`config.mk`:
```
export PLATFORM = sky130hd
export DESIGN_NAME = bus_hold_arbiter_flat
export DESIGN_NICKNAME = d
export VERILOG_FILES = /design/src/rtl/bus_hold_arbiter_if.sv /design/src/rtl/bus_hold_arbiter.sv /design/src/flat_wrapper.sv
export SDC_FILE = /design/constraint.sdc
export NUM_CORES = 1
export LEC_CHECK = 0
export CELL_PAD_IN_SITES_DETAIL_PLACEMENT = 1
export CELL_PAD_IN_SITES_GLOBAL_PLACEMENT = 1
export CORE_MARGIN = 4
export CORE_UTILIZATION = 30
export DETAILED_ROUTE_END_ITERATION = 10
export GPL_TIMING_DRIVEN = 0
export PLACE_DENSITY_LB_ADDON = 0.1
export SYNTH_ARGS = -nofsm -noshare
export SYNTH_HDL_FRONTEND = slang
export SYNTH_SLANG_ARGS = --single-unit
```
`constraint.sdc`:
```
create_clock -name clk -period 2.5 [get_ports clk]
set_input_delay 0.5 -clock clk [delete_from_list [all_inputs] [get_ports clk]]
set_output_delay 0.5 -clock clk [all_outputs]
set_load 0.005 [all_outputs]
```
`src/rtl/bus_hold_arbiter_if.sv`:
```
// bus_hold_arbiter_if: DMA hold handshake and CPU bus-control signals.
//   holdreq          DMA -> arbiter    bus hold request (level)
//   cpu_cycle_active CPU -> arbiter    CPU is mid bus cycle
//   holdack          arbiter -> DMA    hold acknowledge
//   hRDY             arbiter -> DMA    transfer window open
//   cpu_bus_en       arbiter -> CPU    CPU may drive the shared bus
//   cpu_stall        arbiter -> CPU    CPU must not start a new bus cycle
//   hold_cycles      arbiter -> status HOLD cycles in current/last grant
//   timeout_irq      arbiter -> CPU    forced-release pulse
// slave modport is the arbiter side, master the DMA/CPU side.
interface bus_hold_arbiter_if;
  logic        holdreq;
  logic        cpu_cycle_active;
  logic        holdack;
  logic        hRDY;
  logic        cpu_bus_en;
  logic        cpu_stall;
  logic [15:0] hold_cycles;
  logic        timeout_irq;

  modport slave (
    input  holdreq, cpu_cycle_active,
    output holdack, hRDY, cpu_bus_en, cpu_stall, hold_cycles, timeout_irq
  );

  modport master (
    output holdreq, cpu_cycle_active,
    input  holdack, hRDY, cpu_bus_en, cpu_stall, hold_cycles, timeout_irq
  );
endinterface

```
`src/rtl/bus_hold_arbiter.sv`:
```
// bus_hold_arbiter: CPU-side responder for the DMA hold handshake.
// Lets an in-flight CPU bus cycle finish, acknowledges the hold, takes the
// CPU off the shared bus, opens the DMA window after a settle delay and
// closes it in order (hRDY first, then holdack) when the request drops.
// Ports:
//   clk  bus clock, rising edge
//   rst  asynchronous active-high reset
//   bus  bus_hold_arbiter_if.slave (holdreq, cpu_cycle_active in;
//        holdack, hRDY, cpu_bus_en, cpu_stall, hold_cycles, timeout_irq out)
// Parameters:
//   SETTLE_CYCLES   holdack-to-hRDY delay, 1..15
//   TIMEOUT_CYCLES  HOLD length forcing release (HOLD_TIMEOUT_EN only)
// Build option: define HOLD_TIMEOUT_EN to enable forced release, the
// timeout_irq pulse and the post-timeout request lockout.
module bus_hold_arbiter #(
  parameter int unsigned SETTLE_CYCLES  = 2,
  parameter int unsigned TIMEOUT_CYCLES = 64
) (
  input  logic             clk,
  input  logic             rst,
  bus_hold_arbiter_if.slave bus
);

  if (SETTLE_CYCLES < 1 || SETTLE_CYCLES > 15 ||
      TIMEOUT_CYCLES < 1 || TIMEOUT_CYCLES > 65535) begin : g_param_check
    $error("bus_hold_arbiter: parameter out of range");
  end

  // S_FAIR is the first IDLE cycle after a release: CPU-owned outputs,
  // but holdreq is not looked at, guaranteeing the CPU a free cycle.
  typedef enum logic [2:0] {
    S_IDLE, S_FAIR, S_DRAIN, S_GRANT, S_HOLD, S_RELEASE
  } state_t;

  state_t      state, state_nxt;
  logic [3:0]  settle_cnt;
  logic [15:0] hold_cnt;
  logic        req_ok;
  logic        hold_expired;

`ifdef HOLD_TIMEOUT_EN
  logic lockout;
  logic forced;

  assign hold_expired = (hold_cnt == 16'(TIMEOUT_CYCLES - 1));
  assign req_ok       = bus.holdreq & ~lockout;

  // Lockout is set by a forced release and cleared by any edge that
  // samples holdreq low, so the DMA must drop and re-raise its request.
  always_ff @(posedge clk or posedge rst) begin
    if (rst) begin
      lockout <= 1'b0;
      forced  <= 1'b0;
    end else begin
      forced <= (state == S_HOLD) && bus.holdreq && hold_expired;
      if ((state == S_HOLD) && bus.holdreq && hold_expired)
        lockout <= 1'b1;
      else if (!bus.holdreq)
        lockout <= 1'b0;
    end
  end
`else
  assign hold_expired = 1'b0;
  assign req_ok       = bus.holdreq;
`endif

  always_ff @(posedge clk or posedge rst) begin
    if (rst) begin
      state      <= S_IDLE;
      settle_cnt <= '0;
      hold_cnt   <= '0;
    end else begin
      state <= state_nxt;
      if ((state_nxt == S_GRANT) && (state != S_GRANT))
        settle_cnt <= 4'(SETTLE_CYCLES - 1);
      else if ((state == S_GRANT) && (settle_cnt != '0))
        settle_cnt <= settle_cnt - 4'd1;
      if ((state_nxt == S_GRANT) && (state != S_GRANT))
        hold_cnt <= '0;
      else if ((state == S_HOLD) && (hold_cnt != '1))
        hold_cnt <= hold_cnt + 16'd1;
    end
  end

  always_comb begin
    state_nxt = state;
    unique case (state)
      S_IDLE:    if (req_ok) state_nxt = bus.cpu_cycle_active ? S_DRAIN : S_GRANT;
      S_FAIR:    state_nxt = S_IDLE;
      S_DRAIN: begin
        if (!bus.holdreq)               state_nxt = S_IDLE;
        else if (!bus.cpu_cycle_active) state_nxt = S_GRANT;
      end
      S_GRANT: begin
        if (!bus.holdreq)           state_nxt = S_RELEASE;
        else if (settle_cnt == '0)  state_nxt = S_HOLD;
      end
      S_HOLD:    if (!bus.holdreq || hold_expired) state_nxt = S_RELEASE;
      S_RELEASE: state_nxt = S_FAIR;
      default:   state_nxt = S_IDLE;
    endcase
  end

  always_comb begin
    bus.holdack     = 1'b0;
    bus.hRDY        = 1'b0;
    bus.cpu_bus_en  = 1'b1;
    bus.cpu_stall   = 1'b0;
    bus.hold_cycles = hold_cnt;
    unique case (state)
      S_DRAIN: bus.cpu_stall = 1'b1;
      S_GRANT, S_RELEASE: begin
        bus.holdack    = 1'b1;
        bus.cpu_bus_en = 1'b0;
        bus.cpu_stall  = 1'b1;
      end
      S_HOLD: begin
        bus.holdack    = 1'b1;
        bus.hRDY       = 1'b1;
        bus.cpu_bus_en = 1'b0;
        bus.cpu_stall  = 1'b1;
      end
      default: ;
    endcase
`ifdef HOLD_TIMEOUT_EN
    bus.timeout_irq = (state == S_RELEASE) && forced;
`else
    bus.timeout_irq = 1'b0;
`endif
  end

endmodule

```
`src/flat_wrapper.sv`:
```
// flat-port wrapper written by rule: the top's interface ports become plain ports
module bus_hold_arbiter_flat 
#(
  parameter int unsigned SETTLE_CYCLES  = 2,
  parameter int unsigned TIMEOUT_CYCLES = 64
)
  (clk, rst, bus_holdreq, bus_cpu_cycle_active, bus_holdack, bus_hRDY, bus_cpu_bus_en, bus_cpu_stall, bus_hold_cycles, bus_timeout_irq);
  bus_hold_arbiter_if bus_i ();
  input  logic clk;
  input  logic rst;
  input wire logic [$bits(bus_i.holdreq)-1:0] bus_holdreq;
  input wire logic [$bits(bus_i.cpu_cycle_active)-1:0] bus_cpu_cycle_active;
  output wire logic [$bits(bus_i.holdack)-1:0] bus_holdack;
  output wire logic [$bits(bus_i.hRDY)-1:0] bus_hRDY;
  output wire logic [$bits(bus_i.cpu_bus_en)-1:0] bus_cpu_bus_en;
  output wire logic [$bits(bus_i.cpu_stall)-1:0] bus_cpu_stall;
  output wire logic [$bits(bus_i.hold_cycles)-1:0] bus_hold_cycles;
  output wire logic [$bits(bus_i.timeout_irq)-1:0] bus_timeout_irq;
  assign bus_i.holdreq = bus_holdreq;
  assign bus_i.cpu_cycle_active = bus_cpu_cycle_active;
  assign bus_holdack = bus_i.holdack;
  assign bus_hRDY = bus_i.hRDY;
  assign bus_cpu_bus_en = bus_i.cpu_bus_en;
  assign bus_cpu_stall = bus_i.cpu_stall;
  assign bus_hold_cycles = bus_i.hold_cycles;
  assign bus_timeout_irq = bus_i.timeout_irq;
  bus_hold_arbiter #(.SETTLE_CYCLES(SETTLE_CYCLES), .TIMEOUT_CYCLES(TIMEOUT_CYCLES)) u_core (.clk(clk), .rst(rst), .bus(bus_i));
endmodule
```
==> impl_metrics.py <==
metrics = {
    "power": {
        "leakage_nw": 0.678,
        "peakVddDrop_v": 0.000251,
        "clkPwrFrac": 0.255,
        "swShare": 0.322,
        "total_power_uw": 939,
        "p_sw_uw": 303,
        "power.share.sequential": 0.481,
        "p_int_uw": 637,
        "power.density_nw_per_um2": 549,
        "comb_power_share": 0.264,
    },
    "placement": {
        "io_buffer_count": 23,
        "dpl.hpwl_um": 2800,
        "placed_area_um2": 1660,
        "place_congestion": 0.814,
    },
    "worst_setup_path": {
        "worstSetupEndpointType": "output pin",
        "cp_max_fo": 19,
        "start_kind": "flop",
        "max_stage_delay_ns": 0.50,
        "r2r_cells": 6,
        "cpMostUsedCell": "buf_6",
        "crit_chain": "buf_6, or3b_1, buf_6, inv_2, clkdlybuf4s50_1",
        "crit_required_ns": 2.00,
        "critPathKind": "reg -> out",
        "cpMaxStageDelayCell": "clkdlybuf4s50_1",
        "worstPathArrival_ns": 1.91,
    },
    "clock_tree": {
        "cts_buffer_depth": 2,
        "cts_setup_buffers": 0,
        "worst_skew_pair.late_latency_ns": 0.27,
        "clk_pin_slew_worst_paths_ns": 0.08,
        "numClockSinks": 23,
        "cts_tree": "built",
        "cts_inserted_buffers": 3,
        "root_buffer": "clkbuf_8",
        "htreeDepth": 1,
    },
    "floorplan": {
        "coreArea_um2": 4380,
        "ios": 25,
        "die_area_um2": 5670,
        "rows": 24,
        "die_y_um": 75.3,
        "initial_utilization": 0.310,
        "die_w_um": 75.3,
    },
    "final_layout": {
        "fin_util": 0.390,
        "fillers": 513,
        "layout_common_cells": "clkdlybuf4s50_1, dfrtp_1, nand3_1, nand2_1, a21oi_1",
        "area_delta_synth_final_pct": 25.8,
        "final_cell_area_um2": 1710,
        "layout_commonest_cell": "clkdlybuf4s50_1",
        "finalNetCount": 184,
        "multiInputGateArea_um2": 717,
        "seq_area_um2": 578,
        "antennaDiodeCount": 0,
        "drive_gt1_frac": 0.0743,
    },
    "yosys": {
        "syn_area_um2": 1360,
        "synth_ff_type": "dfrtp_1",
        "yosys_warnings": 0,
        "syn_nets": 157,
        "ys_ff_latch": 23,
        "ys_types": 38,
        "yosys.area.top_type": "dfrtp_1",
        "ys_top_cells_by_area": "dfrtp_1, a21oi_1, nand3_1, or4_1, o31ai_1",
        "syn_avg_cell_area_um2": 9.13,
        "synth_cells": 149,
        "synth-seq-area-share": 0.423,
        "synth_edf_count": 0,
        "synthDominantCellAreaShare": 0.423,
        "ys_async_sr_fraction": 1.00,
    },
    "global_routing": {
        "grt_antenna_before_repair": 0,
        "grt.total_usage": 0.152,
        "grt_max_degree": 24,
        "grt_pass1_wl_um": 6620,
        "overflow": 0,
        "first_global_vias": 1346,
    },
    "timing": {
        "hold_slack_ns": 0.543,
        "skew_ns": 0.00177,
        "finalHoldViolations": 0,
        "min_period_ns": 2.41,
        "worst_pin_slew_ns": 0.956,
        "timing.fmax_mhz": 414,
        "slew_violations": 0,
        "slew_headroom": 0.362,
        "tns_ns": 0,
        "setup-violations-final": 0,
        "rsz0062_at_grt": "no",
        "final.period_utilization": 0.966,
    },
    "detailed_routing": {
        "drt-initial-drc-count": 74,
        "wl_per_cell_um": 16.8,
        "antenna_left": 0,
        "viasPerCell": 5.62,
        "drc_errors": 0,
        "totalWireLength_um": 3820,
        "vias": 1276,
        "dr.pass1.iters": 5,
    },
    "outcome": {
        "status": "finished, final reports clean",
    },
    "worst_hold_path": {
        "whs_path_depth": 1,
        "hold_path.class": "reg -> reg",
    },
    "flow_run": {
        "cap_violations": 0,
    },
}
final timing paths:
check                      slack [ns]                       from                          to
max                              0.09            u_core.state[0]                    bus_hRDY
min                              0.54  u_core.bus.hold_cycles[4]   u_core.bus.hold_cycles[4]
max reg2reg                      0.19            u_core.state[0]  u_core.bus.hold_cycles[10]
min reg2reg                      0.54  u_core.bus.hold_cycles[4]   u_core.bus.hold_cycles[4]
max in group asynchronous        1.11                        rst             u_core.state[2]
min in group asynchronous        0.74                        rst             u_core.state[0]
power by group through the flow:
stage | Clock, mW | Sequential (mW) | Combinational, mW
final | 0.240 | 0.451 | 0.248
after global placement | 0 | 0.454 | 0.244
after detailed placement | 0 | 0.457 | 0.251
after floorplan | 0 | 0.445 | 0.164
after CTS | 0.254 | 0.450 | 0.252
after global routing | 0.268 | 0.458 | 0.288
flip-flops by register name, summed over array words and instances (netlist names):
signal and flops:
u_core.settle_cnt 4, u_core.state 3, u_core.bus.hold_cycles 16
cell families after synthesis:
kind of cell / after synthesis / share of synthesized area
AO/OA/AOI/OAI: 32 / 0.157
multiplexers: 4 / 0.0294
other: 1 / 0.00276
flip-flops: 23 / 0.423
AND/OR/NAND/NOR: 67 / 0.280
buffers and inverters: 16 / 0.0580
adder cells (fa/ha/maj): 4 / 0.0368
XOR/XNOR: 2 / 0.0129
synth_stat cells, types with 2 or more instances:
library cell and count:
a211oi_1 2, a21oi_1 12, a31oi_1 2, and3_1 3
buf_6 2, clkbuf_1 3, dfrtp_1 23, ha_1 4
inv_1 10, mux2i_1 4, nand2_1 12, nand3_1 12
nand4_1 3, nor2_1 8, nor3_1 6, nor4_1 4
o211a_1 2, o211ai_1 3, o31ai_1 7, o41ai_1 2
or4_1 8
timing repair:
action | in CTS | in global routing
cloned | 0 | 0
endpoints found under the hold margin | 0 | 0
hold buffers | 0 | 0
endpoints found under the setup margin | 1 | 15
resized for setup | 1 | 4
layout make-up:
type,instances,area share
Tap cell,52,0.0380
Clock buffer,4,0.0263
Buffer,5,0.0219
Timing Repair Buffer,23,0.135
Multi-Input combinational cell,110,0.419
Inverter,10,0.0219
Sequential cell,23,0.338
per-stage QoR:
step                std cells  setup WS (ns)
floorplan                 149          0.330
global placement          224        -0.0884
detailed placement        224         -0.162
CTS                       227         0.0180
global route              227       0.000548
finish                    227         0.0852
routing by layer:
layer,GRT usage,share of wire
met3,0.0356,0.042
met5,0,0
met4,0.0485,0.015
met2,0.250,0.49
met1,0.198,0.46
worst max-delay path, delay by kind of cell (launching register included):
family        cells  cell delay (ns)
buf+inv           4             0.91
simple gates      1             0.36
flops             1             0.38
Power figures use the tool's default switching activity.
